===== config.mk =====
export PLATFORM = sky130hd
export DESIGN_NAME = hacd_reg_initiator_flat
export DESIGN_NICKNAME = d
export VERILOG_FILES = /design/src/rtl/hacd_pkg.sv /design/src/rtl/hacd_reg_initiator_if.sv /design/src/rtl/hacd_reg_initiator.sv /design/src/flat_wrapper.sv
export SDC_FILE = /design/constraint.sdc
export NUM_CORES = 1
export LEC_CHECK = 0
export CAP_MARGIN = 30
export CELL_PAD_IN_SITES_DETAIL_PLACEMENT = 1
export CELL_PAD_IN_SITES_GLOBAL_PLACEMENT = 2
export CORE_ASPECT_RATIO = 0.5
export CORE_MARGIN = 4
export CORE_UTILIZATION = 35
export DETAILED_ROUTE_END_ITERATION = 6
export GPL_ROUTABILITY_DRIVEN = 0
export PLACE_DENSITY_LB_ADDON = 0.1
export REMOVE_ABC_BUFFERS = 1
export SYNTH_ARGS = -nofsm -noshare
export SYNTH_HDL_FRONTEND = slang
export SYNTH_SLANG_ARGS = --single-unit

===== constraint.sdc =====
create_clock -name clk_i -period 4.3 [get_ports clk_i]
set_input_delay 0.86 -clock clk_i [delete_from_list [all_inputs] [get_ports clk_i]]
set_output_delay 0.86 -clock clk_i [all_outputs]
set_load 0.02 [all_outputs]

===== src/rtl/hacd_pkg.sv =====
// Shared register-bus types for the HACD register space.
package hacd_pkg;

    typedef struct packed {
        logic        valid;
        logic        write;
        logic [31:0] addr;
        logic [31:0] wdata;
        logic [3:0]  wstrb;
    } reg_intf_req_a32_d32;

    typedef struct packed {
        logic        ready;
        logic [31:0] rdata;
        logic        error;
    } reg_intf_resp_d32;

endpackage


===== src/rtl/hacd_reg_initiator_if.sv =====
// Command, reg-bus and completion signals of the HACD register initiator.
interface hacd_reg_initiator_if;

    logic                          cmd_valid_i;
    logic                          cmd_ready_o;
    logic                          cmd_write_i;
    logic [31:0]                   cmd_addr_i;
    logic [31:0]                   cmd_wdata_i;
    logic [3:0]                    cmd_wstrb_i;
    hacd_pkg::reg_intf_req_a32_d32 req_o;
    hacd_pkg::reg_intf_resp_d32    resp_i;
    logic                          rsp_valid_o;
    logic                          rsp_ready_i;
    logic [31:0]                   rsp_rdata_o;
    logic                          rsp_error_o;
    logic                          rsp_timeout_o;
    logic                          busy_o;

    // slave: the initiator itself; master: sequencer plus responder side
    modport slave (
        input  cmd_valid_i, cmd_write_i, cmd_addr_i, cmd_wdata_i, cmd_wstrb_i,
        input  resp_i, rsp_ready_i,
        output cmd_ready_o, req_o, rsp_valid_o, rsp_rdata_o, rsp_error_o,
        output rsp_timeout_o, busy_o
    );

    modport master (
        output cmd_valid_i, cmd_write_i, cmd_addr_i, cmd_wdata_i, cmd_wstrb_i,
        output resp_i, rsp_ready_i,
        input  cmd_ready_o, req_o, rsp_valid_o, rsp_rdata_o, rsp_error_o,
        input  rsp_timeout_o, busy_o
    );

endinterface


===== src/rtl/hacd_reg_initiator.sv =====
// Register-bus initiator: queues sequencer commands and issues them one at a
// time on the HACD reg bus, returning each completion with error/timeout flags.
module hacd_reg_initiator #(
    parameter int unsigned CMD_DEPTH = 2,
    parameter int unsigned TIMEOUT   = 256
) (
    input  logic                 clk_i,
    input  logic                 rst_ni,
    hacd_reg_initiator_if.slave  bus
);

    localparam int unsigned AW      = $clog2(CMD_DEPTH);
    localparam logic [15:0] TO_LAST = 16'(TIMEOUT - 1);

    localparam logic [1:0] IDLE  = 2'd0;
    localparam logic [1:0] ISSUE = 2'd1;
    localparam logic [1:0] RESP  = 2'd2;

    typedef struct packed {
        logic        write;
        logic [31:0] addr;
        logic [31:0] wdata;
        logic [3:0]  wstrb;
    } cmd_t;

    cmd_t                          mem [CMD_DEPTH];
    cmd_t                          head;
    logic [AW-1:0]                 wr_ptr, rd_ptr;
    logic [AW:0]                   cnt, cnt_nxt;
    logic [1:0]                    state, state_nxt;
    logic                          push, pop, timeout_hit;
    logic                          cmd_rdy_q, busy_q;
    logic [15:0]                   tcnt;
    hacd_pkg::reg_intf_req_a32_d32 req_q;
    logic                          rsp_valid_q, rsp_error_q, rsp_timeout_q;
    logic [31:0]                   rsp_rdata_q;

    assign head        = mem[rd_ptr];
    assign push        = bus.cmd_valid_i && cmd_rdy_q;
    assign timeout_hit = (TIMEOUT != 0) && (tcnt == TO_LAST) && !bus.resp_i.ready;

    always_comb begin
        pop       = 1'b0;
        state_nxt = state;
        case (state)
            IDLE:  if (cnt != '0) begin
                       pop       = 1'b1;
                       state_nxt = ISSUE;
                   end
            ISSUE: if (bus.resp_i.ready || timeout_hit) state_nxt = RESP;
            RESP:  if (bus.rsp_ready_i) begin
                       if (cnt != '0) begin
                           pop       = 1'b1;
                           state_nxt = ISSUE;
                       end else begin
                           state_nxt = IDLE;
                       end
                   end
            default: state_nxt = IDLE;
        endcase
        cnt_nxt = cnt + (AW+1)'(push) - (AW+1)'(pop);
    end

    // Storage carries no reset; the pointers and count define what is valid.
    always_ff @(posedge clk_i) begin
        if (push) mem[wr_ptr] <= '{write: bus.cmd_write_i, addr: bus.cmd_addr_i,
                                   wdata: bus.cmd_wdata_i, wstrb: bus.cmd_wstrb_i};
    end

    always_ff @(posedge clk_i or negedge rst_ni) begin
        if (!rst_ni) begin
            state         <= IDLE;
            wr_ptr        <= '0;
            rd_ptr        <= '0;
            cnt           <= '0;
            cmd_rdy_q     <= 1'b0;
            busy_q        <= 1'b0;
            tcnt          <= '0;
            req_q         <= '0;
            rsp_valid_q   <= 1'b0;
            rsp_rdata_q   <= '0;
            rsp_error_q   <= 1'b0;
            rsp_timeout_q <= 1'b0;
        end else begin
            state     <= state_nxt;
            cnt       <= cnt_nxt;
            cmd_rdy_q <= (cnt_nxt != (AW+1)'(CMD_DEPTH));
            busy_q    <= (cnt_nxt != '0) || (state_nxt != IDLE);
            if (push) wr_ptr <= wr_ptr + AW'(1);
            if (pop)  rd_ptr <= rd_ptr + AW'(1);

            if (pop) begin
                // reads never drive write data or strobes onto the bus
                req_q <= '{valid: 1'b1, write: head.write, addr: head.addr,
                           wdata: head.write ? head.wdata : '0,
                           wstrb: head.write ? head.wstrb : '0};
                tcnt  <= '0;
            end else if (state == ISSUE && state_nxt == RESP) begin
                req_q       <= '0;
                rsp_valid_q <= 1'b1;
                if (bus.resp_i.ready) begin
                    rsp_rdata_q   <= req_q.write ? '0 : bus.resp_i.rdata;
                    rsp_error_q   <= bus.resp_i.error;
                    rsp_timeout_q <= 1'b0;
                end else begin
                    rsp_rdata_q   <= '0;
                    rsp_error_q   <= 1'b1;
                    rsp_timeout_q <= 1'b1;
                end
            end else if (state == ISSUE) begin
                tcnt <= tcnt + 16'd1;
            end

            if (state == RESP && bus.rsp_ready_i) begin
                rsp_valid_q   <= 1'b0;
                rsp_rdata_q   <= '0;
                rsp_error_q   <= 1'b0;
                rsp_timeout_q <= 1'b0;
            end
        end
    end

    assign bus.cmd_ready_o   = cmd_rdy_q;
    assign bus.busy_o        = busy_q;
    assign bus.req_o         = req_q;
    assign bus.rsp_valid_o   = rsp_valid_q;
    assign bus.rsp_rdata_o   = rsp_rdata_q;
    assign bus.rsp_error_o   = rsp_error_q;
    assign bus.rsp_timeout_o = rsp_timeout_q;

endmodule


===== src/flat_wrapper.sv =====
// flat-port wrapper written by rule: the top's interface ports become plain ports
module hacd_reg_initiator_flat 
#(
    parameter int unsigned CMD_DEPTH = 2,
    parameter int unsigned TIMEOUT   = 256
)
  (clk_i, rst_ni, bus_cmd_valid_i, bus_cmd_write_i, bus_cmd_addr_i, bus_cmd_wdata_i, bus_cmd_wstrb_i, bus_resp_i, bus_rsp_ready_i, bus_cmd_ready_o, bus_req_o, bus_rsp_valid_o, bus_rsp_rdata_o, bus_rsp_error_o, bus_rsp_timeout_o, bus_busy_o);
  hacd_reg_initiator_if bus_i ();
  input  logic clk_i;
  input  logic rst_ni;
  input wire logic [$bits(bus_i.cmd_valid_i)-1:0] bus_cmd_valid_i;
  input wire logic [$bits(bus_i.cmd_write_i)-1:0] bus_cmd_write_i;
  input wire logic [$bits(bus_i.cmd_addr_i)-1:0] bus_cmd_addr_i;
  input wire logic [$bits(bus_i.cmd_wdata_i)-1:0] bus_cmd_wdata_i;
  input wire logic [$bits(bus_i.cmd_wstrb_i)-1:0] bus_cmd_wstrb_i;
  input wire logic [$bits(bus_i.resp_i)-1:0] bus_resp_i;
  input wire logic [$bits(bus_i.rsp_ready_i)-1:0] bus_rsp_ready_i;
  output wire logic [$bits(bus_i.cmd_ready_o)-1:0] bus_cmd_ready_o;
  output wire logic [$bits(bus_i.req_o)-1:0] bus_req_o;
  output wire logic [$bits(bus_i.rsp_valid_o)-1:0] bus_rsp_valid_o;
  output wire logic [$bits(bus_i.rsp_rdata_o)-1:0] bus_rsp_rdata_o;
  output wire logic [$bits(bus_i.rsp_error_o)-1:0] bus_rsp_error_o;
  output wire logic [$bits(bus_i.rsp_timeout_o)-1:0] bus_rsp_timeout_o;
  output wire logic [$bits(bus_i.busy_o)-1:0] bus_busy_o;
  assign bus_i.cmd_valid_i = bus_cmd_valid_i;
  assign bus_i.cmd_write_i = bus_cmd_write_i;
  assign bus_i.cmd_addr_i = bus_cmd_addr_i;
  assign bus_i.cmd_wdata_i = bus_cmd_wdata_i;
  assign bus_i.cmd_wstrb_i = bus_cmd_wstrb_i;
  assign bus_i.resp_i = bus_resp_i;
  assign bus_i.rsp_ready_i = bus_rsp_ready_i;
  assign bus_cmd_ready_o = bus_i.cmd_ready_o;
  assign bus_req_o = bus_i.req_o;
  assign bus_rsp_valid_o = bus_i.rsp_valid_o;
  assign bus_rsp_rdata_o = bus_i.rsp_rdata_o;
  assign bus_rsp_error_o = bus_i.rsp_error_o;
  assign bus_rsp_timeout_o = bus_i.rsp_timeout_o;
  assign bus_busy_o = bus_i.busy_o;
  hacd_reg_initiator #(.CMD_DEPTH(CMD_DEPTH), .TIMEOUT(TIMEOUT)) u_core (.clk_i(clk_i), .rst_ni(rst_ni), .bus(bus_i));
endmodule

# [Yosys cells after proc, flatten, opt, wreduce, memory -nomap -nowiden]
# Memory sizes are Yosys's and may differ from the RTL's.
# Index checks and enable logic that the tools add are counted.
[totals] reg_bits=129 ramBits=138 output_inout_bits=107 n_memories=1
[op_classes] n_addsub=5 n_eq_ne=7 mux=33 n_reduce_logical=16
[mem_list] name="u_core.mem" depth=2 width=69 rd=1 rd_ports_with_merged_regs=0 write_ports=1 line_no="hacd_reg_initiator.sv:26" text="cmd_t mem [CMD_DEPTH];"
[ops] cell="$mux 32" n=6
[ops] cell="$mux 70" n=2
[ops] cell="$mux 16" n=3
[ops] cell="$add 16x1->16 const B" n=1
[ops] cell="$eq 16x8->1 const B" n=1
[ops] cell="$mux 1" n=16
[ops] cell="$reduce_bool 2->1" n=6
[ops] cell="$mux 2" n=3
[ops] cell="$pmux 2 s3" n=1
[ops] cell="$eq 2x2->1 const B" n=2
[ops] cell="$logic_and 1x1->1" n=4
[ops] cell="$mux 4" n=1
[ops] cell="$ne 2x2->1 const B" n=2
[ops] cell="$reduce_and 2->1" n=2
[ops] cell="$add 1x1->1 const B" n=2
[ops] cell="$add 2x1->2" n=1
[ops] cell="$eq 2x1->1 const B" n=1
[ops] cell="$logic_not 2->1" n=1
[ops] cell="$logic_or 1x1->1" n=2
[ops] cell="$ne 2x1->1 const B" n=1
[ops] cell="$pmux 1 s2" n=1
[ops] cell="$sub 2x1->2" n=1
[ops] cell="$logic_not 1->1" n=1

# [Depth between registers and ports, before layout]
# Gate-level depths: netlist (run 1).
[depth] ltp_word=10 depth_mapped=11

# [Worst setup path after synthesis (run 1)]
# Ideal clock, no wire load.
[synth_timing] path_type="input to register" from="input port bus_cmd_valid_i" to="memory u_core.mem[0][0] in the netlist's numbering (enable)" t_arrival_ns=3.846 required_ns=3.803 setup_slack_ns=-0.042 cell_stages=2 path_buffers=0 cell_sequence="nand2_1 -> nor2_1"
[synth_between] elab_chain_cells=3
[synth_rtl] item="start, declared" line_no="flat_wrapper.sv:11" text="input wire logic [$bits(bus_i.cmd_valid_i)-1:0] bus_cmd_valid_i;"
[synth_rtl] item="$logic_and 1x1->1" line_no="hacd_reg_initiator.sv:39" text="assign push = bus.cmd_valid_i && cmd_rdy_q;"
[synth_rtl] item="$mux 1" line_no="hacd_reg_initiator.sv:66" text="if (push) mem[wr_ptr] <= '{write: bus.cmd_write_i, addr: bus.cmd_addr_i,"
[synth_rtl] item="$mux 1 (implied by the code)" line_no="hacd_reg_initiator.sv:66"
[synth_rtl] item="end, declared" line_no="hacd_reg_initiator.sv:26"
# Every way passes these cells.

# [Worst setup path in the final report (run 1)]
[layout_timing] from="input port bus_rsp_ready_i" to="register u_core.req_q, in the netlist u_core.bus.req_o[28]"
[layout_between] elab_chain_cells=5 elab_cells_between_ends=8 classes_between="eq/ne (1); mux (5); reduce/logical (2)"
[layout_rtl] item="start, declared" line_no="flat_wrapper.sv:17" text="input wire logic [$bits(bus_i.rsp_ready_i)-1:0] bus_rsp_ready_i;"
[layout_rtl] item="$mux 2" line_no="hacd_reg_initiator.sv:51" text="RESP: if (bus.rsp_ready_i) begin"
[layout_rtl] item="$pmux 2 s3" line_no="hacd_reg_initiator.sv:45" text="case (state)"
[layout_rtl] item="$eq 2x2->1" line_no="hacd_reg_initiator.sv:98" text="end else if (state == ISSUE && state_nxt == RESP) begin"
[layout_rtl] item="$logic_and 1x1->1" line_no="hacd_reg_initiator.sv:98"
[layout_rtl] item="$reduce_bool 2->1 (no source line)"
[layout_rtl] item="end signal, assigned" line_no="hacd_reg_initiator.sv:94" text="req_q <= '{valid: 1'b1, write: head.write, addr: head.addr,"
[layout_rtl] item="end, declared" line_no="hacd_reg_initiator.sv:34" text="hacd_pkg::reg_intf_req_a32_d32 req_q;"
# Several ways; a longest one is shown, not always the timed one.
# A chain may end at the register's enable or synchronous reset.

==> impl_metrics.tcl, run 1 <==
set metrics [dict create \
    dp_hpwl_um 16090 \
    final_cell_mix "clkdlybuf4s50_1 (212), edfxtp_1 (138), dfrtp_1 (128)" \
    fin_setup_tns_ns 0 \
    netlist-cell-type-count 48 \
    syn_avg_cell_area_sq_um 14.46 \
    finish.utilization_pct 48.21 \
    power_mw 9.687 \
    vias 6562 \
    tightest_slew_ns 0.9062 \
    viasPerCell 5.002 \
    crit_start "bus_rsp_ready_i" \
    crit_path_start_kind "input port" \
    layout-drive-gt1-share_pct 10.86 \
    core_sq_mm 0.02814 \
    worst_setup_path_end_kind "register" \
    antennaDiodeCount 0 \
    final_common_cell "clkdlybuf4s50_1" \
    cp.arrival_ns 3.15 \
    reg2reg_from "u_core.state[1]" \
    cts_tree "done" \
    port_buffers 213 \
    max_freq_mhz 370.0 \
    worst_slack_ns 1.597 \
    wl_um 26550 \
    clock_sinks 267 \
    post-place-ws_ns 1.044 \
    min_period_ns 2.703 \
    pwr-share-seq_pct 40.5 \
    ios 214 \
    clockPowerShare_pct 23.1 \
    grt_pass1_wl_um 41530 \
    switching_share_pct 35.31 \
    seq_area_frac_synth_pct 72.64 \
    cts_buffers 25 \
    grt_max_degree 92 \
    crit_fanout 71 \
    post_cts_buffers 0 \
    rsz0062_at_grt "false" \
    clk_latency_ns 0.55 \
    grt_util_all_layers_pct 16.38 \
    grt_pass1_vias 7168 \
    ant_nets 0 \
    die_w_um 248.8 \
    dr.pass1.iters 5 \
    period_share_pct 62.85 \
    p_int_mw 6.267 \
    post_cts_resized 0 \
    p_sw_mw 3.420 \
    postCtsHoldBufs 0 \
    die_area_sq_mm 0.03195 \
    drcViolationCount 0 \
    clk_pin_slew_worst_paths_ns 0.06 \
    setup_violations 0 \
    overflow 0 \
    core.rowCount 43 \
    drv_cap 0 \
    required_ns 4.75 \
    slew_violations 0 \
    start_util_pct 36.07 \
    hold_viol_final 0 \
    area_delta_synth_final_pct 33.66 \
    holdWs_ns 0.1599 \
    hold_class "in -> async" \
    final_net_count 1022 \
    status "finished clean" \
    ys_warn_count 0 \
    syn_inst 702 \
    synth_seq_cells 267 \
    htree_levels 1 \
    relSlewSlack_pct 39.59 \
    synth_area_sq_mm 0.01015 \
    antenna_found_initial 1 \
    finClkSkew_ns 0.02160 \
    cts_root_buf "clkbuf_16" \
    routedWlPerCell_um 20.24 \
    powerDensity_mw_per_mm2 714.1 \
    cts_max_path_buffers 3 \
    pwr-share-comb_pct 36.4 \
    die_y_um 128.4 \
    path_class "in -> reg" \
    vdd_drop_max_uv 437.1 \
    leakage_nw 5.176 \
    drt-initial-drc-count 302 \
]
## sequential cells by signal, summed over array words and instances, names as in the netlist, 2 cells and up
signal	flops
u_core.mem	138
u_core.bus.req_o	70
u_core.bus.rsp_rdata_o	32
u_core.tcnt	16
u_core.cnt	2
u_core.state	2
## synthesized netlist by cell type, drive strengths merged
| master | count | share of area (%) |
|---|---|---|
| xor2 | 1 | 0.086 |
| buf | 10 | 0.53 |
| and3 | 2 | 0.12 |
| nand4 | 3 | 0.18 |
| o41ai | 1 | 0.27 |
| nor4 | 4 | 0.25 |
| a32oi | 1 | 0.086 |
| a21boi | 1 | 0.074 |
| or2 | 1 | 0.062 |
| nand2b | 2 | 0.12 |
| o21ai | 44 | 2.2 |
| and4 | 2 | 0.17 |
| o2111ai | 1 | 0.086 |
| nor2 | 12 | 0.44 |
| mux2i | 32 | 3.2 |
| a41oi | 1 | 0.086 |
| mux2 | 37 | 4.1 |
| inv | 7 | 0.26 |
| a22o | 32 | 2.8 |
| o31ai | 4 | 0.35 |
| dfrtp | 129 | 32 |
| xnor2 | 7 | 0.60 |
| nand3 | 45 | 2.2 |
| clkinv | 1 | 0.037 |
| nor2b | 1 | 0.062 |
| edfxtp | 138 | 41 |
| or4 | 6 | 0.52 |
| o22ai | 32 | 2.0 |
| o211ai | 4 | 0.30 |
| nor3 | 2 | 0.15 |
| nand2 | 81 | 3.0 |
| a2111o | 1 | 0.11 |
| nor3b | 1 | 0.12 |
| clkbuf | 33 | 1.3 |
| ha | 3 | 0.37 |
| nand4bb | 1 | 0.11 |
| a21oi | 13 | 0.72 |
| a41o | 1 | 0.099 |
| or3 | 5 | 0.31 |
## metal layers
| metal | share of wire (%) | vias to the layer above | track usage [%] |
|---|---|---|---|
| li1 | - | 3037 | - |
| met1 | 43 | 3372 | 21.08 |
| met2 | 51 | 116 | 29.26 |
| met3 | 3.6 | 35 | 3.413 |
| met4 | 1.8 | 2 | 3.262 |
| met5 | 0.049 | - | 0 |
## path summary, 6_finish.rpt
path	slack [ns]	end	depth (start not counted)
max	1.60	u_core.bus.req_o[28]	7
min	0.16	u_core.bus.req_o[37]	1
max reg2reg	1.88	u_core.bus.req_o[28]	6
min reg2reg	0.49	u_core.bus.rsp_valid_o	2
max in group asynchronous	3.12	u_core.bus.rsp_rdata_o[26]	3
min in group clk_i	0.49	u_core.bus.rsp_valid_o	2
## metrics by stage
stage / instance area (sq um) / std cells
after global routing: 13560 / 1312
after global placement: 12700 / 1265
final: 13560 / 1312
after floorplan: 9967 / 659
after CTS: 13540 / 1311
after detailed placement: 12730 / 1266
## critical path: stages
cell and delay (ns):
clkdlybuf4s50_1 0.44, nand2b_1 0.17, o211ai_1 0.14, buf_4 0.47, buf_4 0.72, nand2_1 0.12, o21ai_0 0.18
## logic make-up after synthesis
family	Yosys count	synth area share (%)
AND/OR/NAND/NOR	168	7.841
buffers and inverters	51	2.084
multiplexers	69	7.262
adder cells (fa/ha/maj)	3	0.3699
flip-flops	267	72.64
XOR/XNOR	8	0.6904
AO/OA/AOI/OAI	136	9.111
## layout make-up
type	count	area, sq um
Fill cell	2804	14570
Sequential cell	267	7376
Clock buffer	35	693.2
Inverter	8	30.03
Multi-Input combinational cell	384	2590
Timing Repair Buffer	226	2283
Tap cell	382	478.0
Clock inverter	10	113.9
## power by group through the flow
stage | clock network (mW) | registers (mW) | logic [mW]
floorplan | 0 | 4.43 | 1.49
global placement | 0 | 3.96 | 3.51
detailed placement | 0 | 3.98 | 3.60
CTS | 2.30 | 3.94 | 3.61
global route | 2.41 | 4.01 | 3.85
finish | 2.23 | 3.92 | 3.53
Note: power is estimated with default switching activity, not from simulation.
==> inputs of run 2 (changes only) <==
==> constraint.sdc (replaced) <==
create_clock -name clk_i -period 2.5 [get_ports clk_i]
set_input_delay 0.5 -clock clk_i [delete_from_list [all_inputs] [get_ports clk_i]]
set_output_delay 0.5 -clock clk_i [all_outputs]
set_load 0.02 [all_outputs]
==> run 2 against run 1 <==
  * Final cell count up 1.4%
  * Critical path depth rose by 3
  * Power rose by 76%
  * Wire length up 0.27%
  * Register-to-register slack got worse by 1.7 ns
  * Non-clock buffer count rose by 15
  * Combinational power rose by 82%
  * Clock power rose by 80%
  * Worst hold slack improved by 0.34 ns
  * Largest power group unchanged
==> impl_metrics.tcl, run 2 (synthesis results as in run 1) <==
set metrics [dict create \
    finClkSkew_ns 0.02435 \
    grt_util_all_layers_pct 16.39 \
    setup_violations 0 \
    drcViolationCount 0 \
    seq_area_sq_mm 0.007376 \
    clk_pin_slew_worst_paths_ns 0.06 \
    cts_buffers 26 \
    finish.utilization_pct 49.04 \
    grt_pass1_vias 7132 \
    port_buffers 213 \
    crit_path_start_kind "input port" \
    die_w_um 248.8 \
    p_int_mw 11.14 \
    final_common_cell "clkdlybuf4s50_1" \
    layout-drive-gt1-share_pct 12.45 \
    holdWs_ns 0.4993 \
    place_inst 1281 \
    cpMaxStageDelayCell "or4_1" \
    period_share_pct 94.09 \
    dr.pass1.iters 4 \
    drv_cap 0 \
    start_util_pct 36.07 \
    min_period_ns 2.352 \
    grt_max_degree 71 \
    drt-initial-drc-count 257 \
    multiInputGateArea_sq_mm 0.002590 \
    leakage_nw 5.297 \
    crit_buf_inv 3 \
    final_cell_mix "clkdlybuf4s50_1 (212), edfxtp_1 (138), dfrtp_1 (128)" \
    slew_violations 0 \
    power_mw 17.09 \
    cp_top_family "simple AND/OR/NAND/NOR gates" \
    post_cts_buffers 0 \
    vias 6571 \
    worst_setup_path_end_kind "register" \
    grt_pass1_wl_um 41750 \
    clockPowerShare_pct 23.5 \
    pwr-share-seq_pct 38.8 \
    r2r_end "u_core.bus.busy_o" \
    htree_levels 1 \
    core.rowCount 43 \
    hold_viol_final 0 \
    clock_sinks 267 \
    tightest_slew_ns 0.6622 \
    dp_hpwl_um 16570 \
    largest_reg_flops 138 \
    relSlewSlack_pct 55.86 \
    ios 214 \
    vdd_drop_max_uv 653.7 \
    max_freq_mhz 425.1 \
    path_class "in -> reg" \
    overflow 0 \
    ff2ff_path_depth 8 \
    switching_share_pct 34.81 \
    p_sw_mw 5.951 \
    antenna_found_initial 1 \
    die_y_um 128.4 \
    required_ns 2.89 \
    cts_root_buf "clkbuf_16" \
    clk_latency_ns 0.55 \
    largest_register "u_core.mem" \
    status "finished clean" \
    wl_um 26620 \
    fin_setup_tns_ns 0 \
    reg2reg_from "u_core.cnt[1]" \
    ant_nets 0 \
    area_delta_synth_final_pct 35.96 \
    viasPerCell 4.941 \
    antennaDiodeCount 0 \
    pwr-share-comb_pct 37.7 \
    cts_max_path_buffers 3 \
    fillers 2835 \
    crit_fanout 3 \
    core_sq_mm 0.02814 \
    rsz0062_at_grt "false" \
    powerDensity_mw_per_mm2 1239 \
    fin_cells 1330 \
    die_area_sq_mm 0.03195 \
    reg2reg_slack_ns 0.23 \
    routedWlPerCell_um 20.02 \
    hold_class "in -> async" \
    slowest_delay_ns 0.51 \
    cp_cell_sequence "clkdlybuf4s50_1 -> nand2b_1 -> o211ai_1 -> clkinv_1 -> ha_1 -> inv_1 -> ha_1 -> xnor2_1 -> xnor2_1 -> or4_1" \
    final_net_count 1038 \
    cts_tree "done" \
    cp.arrival_ns 2.74 \
]
-- run 2: changes by cell type in the layout (fill, tap and decap cells not counted), sizes merged --
cell / previous run / this run
buf: 14 / 28
bufinv: 2 / 4
clkbuf: 35 / 30
clkinv: 7 / 14
dlygate4sd3: 0 / 1
inv: 8 / 7
-- run 2: worst reg2reg max path: stages (launching register included) --
cell,delay [ns]
dfrtp_1,0.41
o211ai_1,0.27
clkinv_1,0.15
ha_1,0.30
inv_1,0.04
ha_1,0.18
xnor2_1,0.17
xnor2_1,0.11
or4_1,0.51
-- run 2: how the worst max path moves through the flow --
stage / start / end / slack [ns] / cells after the start
after global placement: bus_rsp_ready_i / u_core.bus.req_o[30] / -0.30 / 7
after floorplan: u_core.cnt[1] / u_core.bus.busy_o / -6.16 / 8
after CTS: bus_rsp_ready_i / u_core.bus.req_o[20] / 0.03 / 7
after global routing: bus_rsp_ready_i / u_core.bus.busy_o / 0.05 / 10
after detailed placement: bus_rsp_ready_i / u_core.bus.req_o[20] / -0.52 / 7
final: bus_rsp_ready_i / u_core.bus.busy_o / 0.15 / 10
-- run 2: metrics by stage --
| stage | setup slack (ns) | cell area (sq um) |
|---|---|---|
| CTS | 0.02989 | 13790 |
| floorplan | -6.158 | 9967 |
| finish | 0.1477 | 13800 |
| detailed placement | -0.5204 | 12920 |
| global placement | -0.3002 | 12920 |
| global route | 0.04537 | 13800 |
-- run 2: cell type report --
| type | instances | area share, % |
|---|---|---|
| flip-flops and latches | 267 | 53.45 |
| well taps | 382 | 3.464 |
| clock inverters | 18 | 1.424 |
| repair buffers | 241 | 17.85 |
| multi-input cells | 384 | 18.77 |
| inverters | 8 | 0.2176 |
| clock buffers | 30 | 4.824 |
-- run 2: per-layer routing --
metal  wire length [um]  global-route usage [%]  share of wire [%]
met3                874                   3.353                3.3
met2              13710                   29.31                 51
met4                384                   3.130                1.4
met1              11640                   21.17                 44
met5                 13                       0              0.049
-- run 2: power by group through the flow --
stage	combinational (mW)	clock, mW	sequential (mW)
floorplan	2.40	0	7.91
finish	6.44	4.02	6.63
CTS	6.57	4.14	6.66
global placement	6.42	0	6.69
global route	7.00	4.34	6.77
detailed placement	6.54	0	6.73
-- run 2: timing repair --
action	CTS	global route
endpoints found under the setup margin	0	4
hold endpoints to repair	50	0
hold buffers	1	0
gates resized for setup	0	1
==> inputs of run 3 (changes only) <==
--- a/config.mk
+++ b/config.mk
@@ -11,10 +11,10 @@
 export CORE_ASPECT_RATIO = 0.5
 export CORE_MARGIN = 4
 export CORE_UTILIZATION = 35
+export CTS_CLUSTER_SIZE = 14
 export DETAILED_ROUTE_END_ITERATION = 6
 export GPL_ROUTABILITY_DRIVEN = 0
 export PLACE_DENSITY_LB_ADDON = 0.1
-export REMOVE_ABC_BUFFERS = 1
 export SYNTH_ARGS = -nofsm -noshare
 export SYNTH_HDL_FRONTEND = slang
 export SYNTH_SLANG_ARGS = --single-unit
==> constraint.sdc (replaced) <==
create_clock -name clk_i -period 2.6 [get_ports clk_i]
set_input_delay 0.52 -clock clk_i [delete_from_list [all_inputs] [get_ports clk_i]]
set_output_delay 0.52 -clock clk_i [all_outputs]
set_load 0.02 [all_outputs]
==> run 3 against run 2 <==
  * Clock skew decreased by 0.013 ns
  * Design area hardly changed
  * Clock power down 5.7%
  * Combinational power down 3.9%
  * Critical path depth fell by 1
  * Sequential share of layout area about the same
  * Highest routed layer is now met4
==> impl_metrics.tcl, run 3 (synthesis results as in run 1) <==
set metrics [dict create \
    status "finished clean" \
    maxUsedRoutingLayer "met4" \
    ios 214 \
    die_area_sq_mm 0.03195 \
    fillers 2804 \
    drt-initial-drc-count 291 \
    grt_pass1_wl_um 41280 \
    crit_fanout 7 \
    met3WireLength_um 989 \
    seq_area_sq_mm 0.007376 \
    worstHoldStart "u_core.bus.rsp_valid_o" \
    cpMostUsedCell "ha_4" \
    cts_buffers 26 \
    rsz0062_at_grt "false" \
    antenna_found_initial 0 \
    start_util_pct 36.07 \
    die_w_um 248.8 \
    p_sw_mw 5.645 \
    vias 6530 \
    grt_max_degree 79 \
    grt_util_all_layers_pct 16.16 \
    switching_share_pct 34.63 \
    clk_latency_ns 0.54 \
    viasPerCell 4.921 \
    multiInputGateArea_sq_mm 0.002630 \
    reg2reg_from "u_core.state[0]" \
    fin_area_sq_mm 0.01379 \
    hold_viol_final 0 \
    whs_path_depth 2 \
    p_int_mw 10.66 \
    htree_levels 1 \
    crit_buf_inv 3 \
    worst_setup_path_end_kind "register" \
    dr.pass1.iters 4 \
    leakage_nw 5.290 \
    finClkSkew_ns 0.01119 \
    wl_met2_um 13080 \
    cp.arrival_ns 2.70 \
    crit_path_start_kind "register" \
    grt_pass1_vias 7236 \
    cp_top_family "simple AND/OR/NAND/NOR gates" \
    area_delta_synth_final_pct 35.90 \
    cts_tree "done" \
    crit_start "u_core.state[0]" \
    drcViolationCount 0 \
    cpMaxStageDelayCell "or4_1" \
    clk_pin_slew_worst_paths_ns 0.07 \
    ant_nets 0 \
    pwr-share-seq_pct 38.8 \
    cts_root_buf "clkbuf_16" \
    required_ns 3.00 \
    min_period_ns 2.297 \
    routedWlPerCell_um 19.43 \
    final_cell_mix "clkdlybuf4s50_1 (212), edfxtp_1 (138), dfrtp_1 (128)" \
    holdWs_ns 0.4769 \
    ff2ff_path_depth 9 \
    pwr-share-comb_pct 38.0 \
    clock_sinks 267 \
    tightest_slew_ns 0.6459 \
    min_to "u_core.bus.rsp_valid_o" \
    setup_violations 0 \
    postPlaceCellArea_sq_mm 0.01292 \
    final_net_count 1035 \
    path_class "reg -> reg" \
    wl_um 25790 \
    powerDensity_mw_per_mm2 1182 \
    period_share_pct 88.34 \
    layout-drive-gt1-share_pct 13.02 \
    drv_cap 0 \
    synth_nets 812 \
    largest_register "u_core.mem" \
    slew_violations 0 \
    final_common_cell "clkdlybuf4s50_1" \
    antennaDiodeCount 0 \
    core.rowCount 43 \
    die_y_um 128.4 \
    overflow 0 \
    relSlewSlack_pct 56.94 \
    cts_max_path_buffers 3 \
    port_buffers 213 \
    largest_reg_flops 138 \
    slowest_delay_ns 0.51 \
    core_sq_mm 0.02814 \
    reg2reg_slack_ns 0.30 \
    r2r_end "u_core.bus.busy_o" \
    dp_hpwl_um 16630 \
    hold_class "reg -> reg" \
    vdd_drop_max_uv 568.1 \
    max_freq_mhz 435.4 \
    clockPowerShare_pct 23.2 \
    cp_cell_sequence "inv_1 -> o211ai_1 -> clkinv_2 -> ha_4 -> inv_2 -> ha_4 -> xnor2_2 -> xnor2_1 -> or4_1" \
    wl_met1_um 11280 \
]
==> run 3: cell types whose count changed in the layout (fill, tap and decap cells not counted), sizes merged <==
| cell | delta |
|---|---|
| buf | -3 |
| bufinv | -2 |
| clkbuf | +7 |
| clkinv | -5 |
| clkinvlp | -1 |
| inv | +1 |
==> run 3: metrics by stage <==
step	cells	total power [mW]	setup TNS, ns	util, %	setup slack [ns]
after floorplan	702	9.911	-0.003404	-	-0.003404
after global placement	1278	12.57	-4.432	45.90	-0.1727
after detailed placement	1278	12.73	-6.644	45.90	-0.3121
after CTS	1327	16.61	0	49.00	0.1592
after global routing	1327	17.32	0	49.02	0.1541
final	1327	16.30	0	49.02	0.3032
==> run 3: layout make-up <==
type	count	share of cell area, %
clock buffer	37	5.316
clock inverter	11	0.9344
inverter	8	0.2268
multi-input combinational	384	19.07
sequential	267	53.48
tap	382	3.465
timing repair buffer	238	17.51
==> run 3: worst max-delay path by stage <==
stage	end	cells after the start
after global placement	u_core.bus.req_o[0]	7
after detailed placement	u_core.bus.req_o[19]	7
final	u_core.bus.busy_o	9
after CTS	u_core.bus.req_o[32]	6
after global routing	u_core.bus.req_o[35]	5
after floorplan	u_core.bus.busy_o	10
==> run 3: routing by layer <==
metal	vias to the layer above	track usage [%]
li1	3064	-
met1	3310	21.16
met2	126	28.39
met3	30	3.353
met4	0	3.328
met5	-	0
==> run 3: timing repair <==
| item | CTS | global route |
|---|---|---|
| hold buffers | 1 | 0 |
| endpoints found under the hold margin | 44 | 0 |
| gates resized for setup | 0 | 1 |
| buffers inserted | 0 | 0 |
| endpoints found under the setup margin | 0 | 5 |
==> run 3: worst reg2reg max path: stages, from the launching register on <==
cell	delay, ns
dfrtp_1	0.44
inv_1	0.15
o211ai_1	0.19
clkinv_2	0.14
ha_4	0.28
inv_2	0.04
ha_4	0.15
xnor2_2	0.13
xnor2_1	0.14
or4_1	0.51
==> run 3: power by group through the flow <==
stage	logic (mW)	registers (mW)	clock network, mW
after global placement	6.20	6.37	0
after global routing	6.73	6.46	4.13
after detailed placement	6.31	6.42	0
after floorplan	2.80	7.11	0
after CTS	6.34	6.35	3.92
final	6.19	6.33	3.79
